File: src/rtl/rv32i_pkg.sv
// rv32i_pkg: shared rv32i constants and address helpers for the fetch stage
package rv32i_pkg;
   localparam int XLEN = 32;
   localparam logic [XLEN-1:0] NOP_INSTR = 32'h0000_0013;
   localparam logic [XLEN-1:0] RESET_PC_DEFAULT = '0;
   function automatic logic [XLEN-1:0] word_align(input logic [XLEN-1:0] addr);
      return {addr[XLEN-1:2], 2'b00};
   endfunction
endpackage

File: src/rtl/fetch_buffer.sv
// fetch_buffer: DEPTH-entry synchronous FIFO of {pc, instr} pairs feeding decode
//   clk, reset        clock and synchronous active-high reset
//   push_i            write {push_pc_i, push_instr_i} at the tail
//   pop_i             retire the head entry
//   flush_i           drop every entry (wins over push/pop)
//   head_pc_o         pc of the head entry (meaningful when count_o != 0)
//   head_instr_o      instruction of the head entry
//   count_o           number of valid entries
module fetch_buffer #(
   parameter int DEPTH  = 2,
   parameter int ADDR_W = 8,
   parameter int XLEN   = rv32i_pkg::XLEN,
   localparam int CW    = $clog2(DEPTH + 1),
   localparam int PW    = $clog2(DEPTH)
) (
   input  logic              clk,
   input  logic              reset,
   input  logic              push_i,
   input  logic              pop_i,
   input  logic              flush_i,
   input  logic [ADDR_W-1:0] push_pc_i,
   input  logic [XLEN-1:0]   push_instr_i,
   output logic [ADDR_W-1:0] head_pc_o,
   output logic [XLEN-1:0]   head_instr_o,
   output logic [CW-1:0]     count_o
);
   localparam logic [PW-1:0] LAST = PW'(DEPTH - 1);
   logic [ADDR_W-1:0] pc_mem_q [DEPTH];
   logic [XLEN-1:0]   instr_mem_q [DEPTH];
   logic [PW-1:0]     head_q, head_d, tail_q, tail_d;
   logic [CW-1:0]     count_q, count_d;
   always_comb begin
      head_d  = flush_i ? '0 : pop_i ? (head_q == LAST ? '0 : head_q + 1'b1) : head_q;
      tail_d  = flush_i ? '0 : push_i ? (tail_q == LAST ? '0 : tail_q + 1'b1) : tail_q;
      count_d = flush_i ? '0 : count_q + CW'(push_i) - CW'(pop_i);
   end
   always_ff @(posedge clk) begin
      if (reset) begin
         head_q  <= '0;
         tail_q  <= '0;
         count_q <= '0;
      end else begin
         head_q  <= head_d;
         tail_q  <= tail_d;
         count_q <= count_d;
      end
   end
   // Storage needs no reset: it is only observed through count_o != 0.
   always_ff @(posedge clk) begin
      if (push_i && !flush_i && !reset) begin
         pc_mem_q[tail_q]    <= push_pc_i;
         instr_mem_q[tail_q] <= push_instr_i;
      end
   end
   assign head_pc_o    = pc_mem_q[head_q];
   assign head_instr_o = instr_mem_q[head_q];
   assign count_o      = count_q;
endmodule

File: src/rtl/fetch_unit.sv
// fetch_unit: rv32i instruction-fetch stage with PC, in-flight tracking and a decode buffer
//   clk, reset        clock and synchronous active-high reset
//   imem_req          fetch issued this cycle
//   imem_addr         word-aligned byte address of this cycle's fetch
//   imem_rdata        instruction returned for last cycle's request
//   redirect          taken branch/jump: flush and restart at redirect_pc
//   redirect_pc       new fetch target (low two bits ignored)
//   if_valid          if_instr/if_pc hold a valid instruction
//   if_instr          head instruction, NOP when not valid
//   if_pc             head pc, 0 when not valid
//   id_ready          decode accepts the head this cycle
module fetch_unit #(
   parameter int XLEN   = rv32i_pkg::XLEN,
   parameter int ADDR_W = 8,
   parameter logic [ADDR_W-1:0] RESET_PC = rv32i_pkg::RESET_PC_DEFAULT[ADDR_W-1:0],
   parameter int DEPTH  = 2
) (
   input  logic              clk,
   input  logic              reset,
   output logic              imem_req,
   output logic [ADDR_W-1:0] imem_addr,
   input  logic [XLEN-1:0]   imem_rdata,
   input  logic              redirect,
   input  logic [ADDR_W-1:0] redirect_pc,
   output logic              if_valid,
   output logic [XLEN-1:0]   if_instr,
   output logic [ADDR_W-1:0] if_pc,
   input  logic              id_ready
);
   import rv32i_pkg::*;
   localparam int CW = $clog2(DEPTH + 1);
   localparam int OW = CW + 1;
   logic [ADDR_W-1:0] pc_q, pc_d, fly_pc_q, fly_pc_d;
   logic              inflight_q, inflight_d;
   logic              pop, push, req;
   logic [CW-1:0]     count;
   logic [OW-1:0]     occupancy;
   logic [ADDR_W-1:0] head_pc;
   logic [XLEN-1:0]   head_instr;
   assign if_valid  = count != '0;
   assign if_pc     = if_valid ? head_pc : '0;
   assign if_instr  = if_valid ? head_instr : NOP_INSTR;
   assign pop       = if_valid & id_ready;
   // A returning word is kept only if no redirect has flushed it.
   assign push      = inflight_q & ~redirect;
   // Entries that will be held next cycle; a new request needs a free slot for its data.
   assign occupancy = {1'b0, count} + OW'(inflight_q) - OW'(pop);
   assign req       = ~reset & ~redirect & (occupancy < OW'(DEPTH));
   assign imem_req  = req;
   assign imem_addr = pc_q;
   always_comb begin
      pc_d       = redirect ? ADDR_W'(word_align(XLEN'(redirect_pc))) : req ? pc_q + ADDR_W'(4) : pc_q;
      inflight_d = req;
      fly_pc_d   = req ? pc_q : fly_pc_q;
   end
   always_ff @(posedge clk) begin
      if (reset) begin
         pc_q       <= RESET_PC;
         inflight_q <= 1'b0;
         fly_pc_q   <= '0;
      end else begin
         pc_q       <= pc_d;
         inflight_q <= inflight_d;
         fly_pc_q   <= fly_pc_d;
      end
   end
   fetch_buffer #(
      .DEPTH (DEPTH),
      .ADDR_W(ADDR_W),
      .XLEN  (XLEN)
   ) u_buf (
      .clk         (clk),
      .reset       (reset),
      .push_i      (push),
      .pop_i       (pop),
      .flush_i     (redirect),
      .push_pc_i   (fly_pc_q),
      .push_instr_i(imem_rdata),
      .head_pc_o   (head_pc),
      .head_instr_o(head_instr),
      .count_o     (count)
   );
endmodule

File: config.mk
export PLATFORM = sky130hd
export DESIGN_NAME = fetch_unit
export DESIGN_NICKNAME = d
export VERILOG_FILES = /design/src/rtl/rv32i_pkg.sv /design/src/rtl/fetch_buffer.sv /design/src/rtl/fetch_unit.sv
export SDC_FILE = /design/constraint.sdc
export NUM_CORES = 1
export LEC_CHECK = 0
export ABC_CLOCK_PERIOD_IN_PS = 3190
export BUFFER_PORTS_ARGS = -buffer_cell sky130_fd_sc_hd__buf_2
export CAP_MARGIN = 25
export CORE_MARGIN = 2
export CORE_UTILIZATION = 45
export CTS_BUF_LIST = sky130_fd_sc_hd__clkbuf_16
export DETAILED_ROUTE_END_ITERATION = 7
export MAX_ROUTING_LAYER = met4
export PLACE_DENSITY = 0.74
export SLEW_MARGIN = 15
export SYNTH_ARGS = -nofsm -noshare
export SYNTH_HDL_FRONTEND = slang
export SYNTH_SLANG_ARGS = --single-unit
File: constraint.sdc
create_clock -name clk -period 3.19 [get_ports clk]
set_input_delay 0.638 -clock clk [delete_from_list [all_inputs] [get_ports clk]]
set_output_delay 0.638 -clock clk [all_outputs]
set_load 0.01 [all_outputs]
After elaboration in Yosys (flattened, before gate mapping) --
Memories as Yosys holds them, arrays and structs flattened. A register that Yosys moved wholly into a read port is not among the register bits. Cells that the tools add are included.
Word-level totals: register bits after elaboration 21, RAM bits 80, bits of input ports 44, output and inout bits 50, word-level logic and storage cells 42, memories kept 2
Operators by class: $add $sub $neg 7, $lt $le $gt $ge 1, muxes and demuxes 12, bitwise logic cells 6, reduce and logical (&&, ||, !) cells 7
Memory list:
- u_buf.instr_mem_q | words 2, bits a word 32, read ports 1, clocked after memory_dff 1, write ports 1, RTL line fetch_buffer.sv:29 | logic [XLEN-1:0] instr_mem_q [DEPTH];
- u_buf.pc_mem_q | words 2, bits a word 8, read ports 1, clocked after memory_dff 1, write ports 1, RTL line fetch_buffer.sv:28 | logic [ADDR_W-1:0] pc_mem_q [DEPTH];
Operators with widths (number):
- $mux 32 | 1
- $mux 8 | 3
- $add 8x3->8 const B | 1
- $mux 1 | 8
- $and 1x1->1 | 4
- $reduce_bool 2->1 | 2
- $add 2x1->3 | 1
- $lt 3x2->1 const B | 1
- $sub 3x1->3 | 1
- $add 1x1->1 const B | 2
- $add 2x1->2 | 1
- $logic_and 1x1->1 | 2
- $logic_not 1->1 | 2
- $not 1->1 | 2
- $reduce_or 2->1 | 1
- $sub 2x1->2 | 1

Logic depth before layout (Yosys ltp) --
depth in word-level cells 7, gate-level depth with buffers 10, gate-level depth less buffers 9

Cells and area by module --
Synthesis repeated with hierarchy kept, for this count alone.
Unflattened totals: cell total of the unflattened synthesis 270, area total of the unflattened synthesis 4055.1 um^2
By module, submodules not included:
- fetch_buffer | instances 1, cells each 144, area each 3115.5 um^2, seq. area each 2502.4 um^2
- fetch_unit | instances 1, cells each 126, area each 939.7 um^2, seq. area each 260.2 um^2

Worst setup path after synthesis --
Ideal clock, no wire load.
path kind input to register, start point input port reset, end point memory u_buf.instr_mem_q[0][0] (enable), library setup time 433 ps, data arrival time 2704 ps, required time 2757 ps, slack 53 ps, cell stages on the path 4, path buffers 1, cells stage by stage clkbuf_1 > nor2_1 > nand2_1 > nor2_1
On the way: word-level cells in the longest chain between the ends 4
Ends and longest elaborated chain:
- start, declared | RTL line fetch_unit.sv:19 | input logic reset,
- $logic_not 1->1 | RTL line fetch_buffer.sv:50 | if (push_i && !flush_i && !reset) begin
- $logic_and 1x1->1 | RTL line fetch_buffer.sv:50
- $mux 1 | RTL line fetch_buffer.sv:50
- $mux 1 (implied by the code) | RTL line fetch_buffer.sv:52 | instr_mem_q[tail_q] <= push_instr_i;
- end, declared | RTL line fetch_buffer.sv:29
No other way between the ends.

Worst setup path after layout --
start point register u_buf.count_q[0] (netlist: u_buf.count_o[0]), end point output port imem_req
On the way: word-level cells in the longest chain between the ends 5, elaborated cells between the ends (all ways) 6, classes of those cells add/sub (2); order compare (1); bitwise (2); reduce/logical (1)
Ends and longest elaborated chain:
- start, declared | RTL line fetch_buffer.sv:31 | logic [CW-1:0] count_q, count_d;
- start signal, assigned | RTL line fetch_buffer.sv:45 | count_q <= count_d;
- $reduce_bool 2->1 | RTL line fetch_unit.sv:40 | assign if_valid = count != '0;
- $and 1x1->1 | RTL line fetch_unit.sv:43 | assign pop = if_valid & id_ready;
- named net pop | RTL line fetch_unit.sv:35 | logic pop, push, req;
- $sub 3x1->3 | RTL line fetch_unit.sv:47 | assign occupancy = {1'b0, count} + OW'(inflight_q) - OW'(pop);
- $lt 3x2->1 | RTL line fetch_unit.sv:48 | assign req = ~reset & ~redirect & (occupancy < OW'(DEPTH));
- $and 1x1->1 | RTL line fetch_unit.sv:48
- end, declared | RTL line fetch_unit.sv:20 | output logic imem_req,
The timed path passes the listed nets, and every way through them passes these cells.

==> flow_summary.toml <==
[floorplanning]
core_um2 = 8180
start_util_pct = 46.3
die_h_um = 95.7
rows = 33
die_x_um = 95.7
ios = 94
fp.dieArea_um2 = 9150

[clocking]
cts-htree-levels = 3
path_clk_slew_ns = 0.06
cts_tree = "done"
clockBufferDepth = 2
post-cts-setup-buffers = 0
clk_latency_ns = 0.33
cts_sinks = 94
cts_buffers = 9
cts_root_buffer = "clkbuf_16"

[placed_design]
hpwl_um = 4630
routabilityCongestion = 0.781
portBuffers = 87

[worst_hold_path]
min_path_type = "flop to flop"
whs_path_depth = 0

[timing]
final-hold-violation-count = 0
relSlewSlack_pct = 63.0
min_period_over_period_pct = 95.4
hold_slack_ns = 0.449
fin_skew_ns = 0.00962
drv_slew = 0
fin_crit_ns = 3.04
fmax_mhz = 328
setup_viol = 0
rsz0062_at_grt = "no"
worst_pin_slew_ns = 0.555
setup_tns_ns = 0

[yosys]
synth_edf_count = 76
netlist_top_cells_count = "edfxtp_1, nor2_1, mux2i_1"
netlist_area_um2 = 3780
ys_seq_elements = 94
yosysSeqAreaShare_pct = 69.9
synth_area_leaders = "edfxtp_1, mux2i_1, dfxtp_1"
synth-async-reset-ratio_pct = 0
synth.most_common_cell = "edfxtp_1"
synth_ff_type = "edfxtp_1"
synth_top_area_cell = "edfxtp_1"
netlist_instances = 261
syn_area_per_cell_um2 = 14.5
synth_top_area_share_pct = 60.4
yosysWarningCount = 0
synth_cell_types = 37

[route]
vias = 2323
ant_nets = 0
wire_per_inst_um = 14.6
dr.pass1.iters = 6
routed_wl_um = 6800
avgViaCountPerCell = 4.98
drc_errors = 0
drt-initial-drc-count = 40

[layout]
final_nets = 405
ff_latch_area_um2 = 2640
area_growth_pct = 23.8
multi_input_area_um2 = 1060
drive_gt1_share_pct = 34.3
fillers = 712
diodes = 0

[worst_setup_path]
cp-start-kind = "flop"
required_ns = 2.55
end_kind = "primary output"
path_max_fanout = 5
critical_path_class = "flop to primary output"
worst_r2r_path_depth = 10
cp_data_arrival_time_ns = 2.41

[power]
p_per_area_nw_per_um2 = 552
power_leakage_nw = 1.78
ir_drop_mv = 0.364

[global_route]
antenna_found_initial = 0
grt_max_degree = 39
grt_pass1_wl_um = 10300
track_usage_pct = 15.5
grt_pass1_vias = 2227
grt-ovfl-total = 0

[run_status]
run_status = "completed"

[run]
maxCapViolCount = 0
-- report_power, final --
part / switching [mW] / total, mW / internal (mW)
clock network: 0.435 / 1.04 / 0.609
registers: 0.0203 / 1.37 / 1.35
logic: 0.0907 / 0.164 / 0.0734
total: 0.546 / 2.58 / 2.04
-- final cells by class --
| cell class | instances | share of cell area (%) |
|---|---|---|
| multi-input combinational | 148 | 22.6 |
| sequential | 94 | 56.5 |
| tap | 105 | 2.81 |
| clock inverter | 7 | 1.58 |
| inverter | 8 | 0.642 |
| timing repair buffer | 95 | 11.1 |
| clock buffer | 9 | 4.81 |
-- cell families after synthesis --
logic type      count (synthesis)  synth area share (%)
compound gates                 13                  2.48
simple gates                   77                  9.56
buf+inv                        22                  2.91
flops                          94                  69.9
fa+ha+maj                       5                  1.85
mux                            44                  11.8
other cells                     1                0.0992
xor+xnor                        5                  1.36
-- per-stage QoR --
step	instances	util (%)	total power [mW]	setup slack (ns)	instance area [µm²]
floorplan	264	-	1.49	0.0528	3790
global placement	450	53.6	1.56	0.193	4380
detailed placement	450	53.6	1.57	0.152	4380
CTS	466	57.3	2.60	0.0480	4680
global route	466	57.3	2.67	0.00733	4680
finish	466	57.3	2.58	0.145	4680
-- cell usage in the layout, fill, tap and decap left out, drive strengths merged, types with 3 or more instances in the layout --
cell type,Yosys,layout
edfxtp,76,76
nor2,47,47
mux2i,38,38
or3,4,4
conb,1,4
dfxtp,18,18
ha,4,4
nor2b,7,7
clkinv,1,5
nand2,7,7
mux2,6,6
o21ai,6,6
clkbuf,6,9
buf,8,95
inv,7,8
a311oi,5,5
xnor2,3,3
-- state kept, by name, indices dropped and copies added, names as in the netlist, named ones only --
name	count
u_buf.tail_q	1
u_buf.head_q	1
imem_addr	6
u_buf.count_o	2
u_buf.pc_mem_q	12
inflight_q	1
fly_pc_q	6
u_buf.instr_mem_q	64
-- worst max-delay path, cell delays in order (launching register included) --
cell,delay [ns]
dfxtp_1,0.34
o21ai_1,0.20
inv_1,0.07
ha_1,0.28
inv_1,0.07
nand2_1,0.07
fa_1,0.52
inv_1,0.12
nor3_4,0.24
buf_2,0.16
-- layer usage --
metal	vias to the layer above	GRT usage (%)	part of all wire (%)
li1	1130	-	-
met1	1116	17.8	43
met2	68	26.5	51
met3	9	3.64	4.9
met4	0	5.71	1.3
met5	-	-	0
-- path summary, 6_finish.rpt --
| check | startpoint | endpoint | slack, ns |
|---|---|---|---|
| max reg2reg | u_buf.count_o[0]$_SDFF_PN0_ | imem_addr[4]$_SDFFE_PP0P_ | 0.63 |
| min reg2reg | fly_pc_q[6]$_SDFFE_PP0P_ | u_buf.pc_mem_q[0][6]$_DFFE_PP_ | 0.45 |
| max | u_buf.count_o[0]$_SDFF_PN0_ | imem_req | 0.15 |
| min | fly_pc_q[6]$_SDFFE_PP0P_ | u_buf.pc_mem_q[0][6]$_DFFE_PP_ | 0.45 |
-- timing repair --
action	CTS	global route
resized for setup	0	1
hold buffers	0	0
setup endpoints to repair	0	1
No activity file was read; power rests on OpenSTA's default activity.
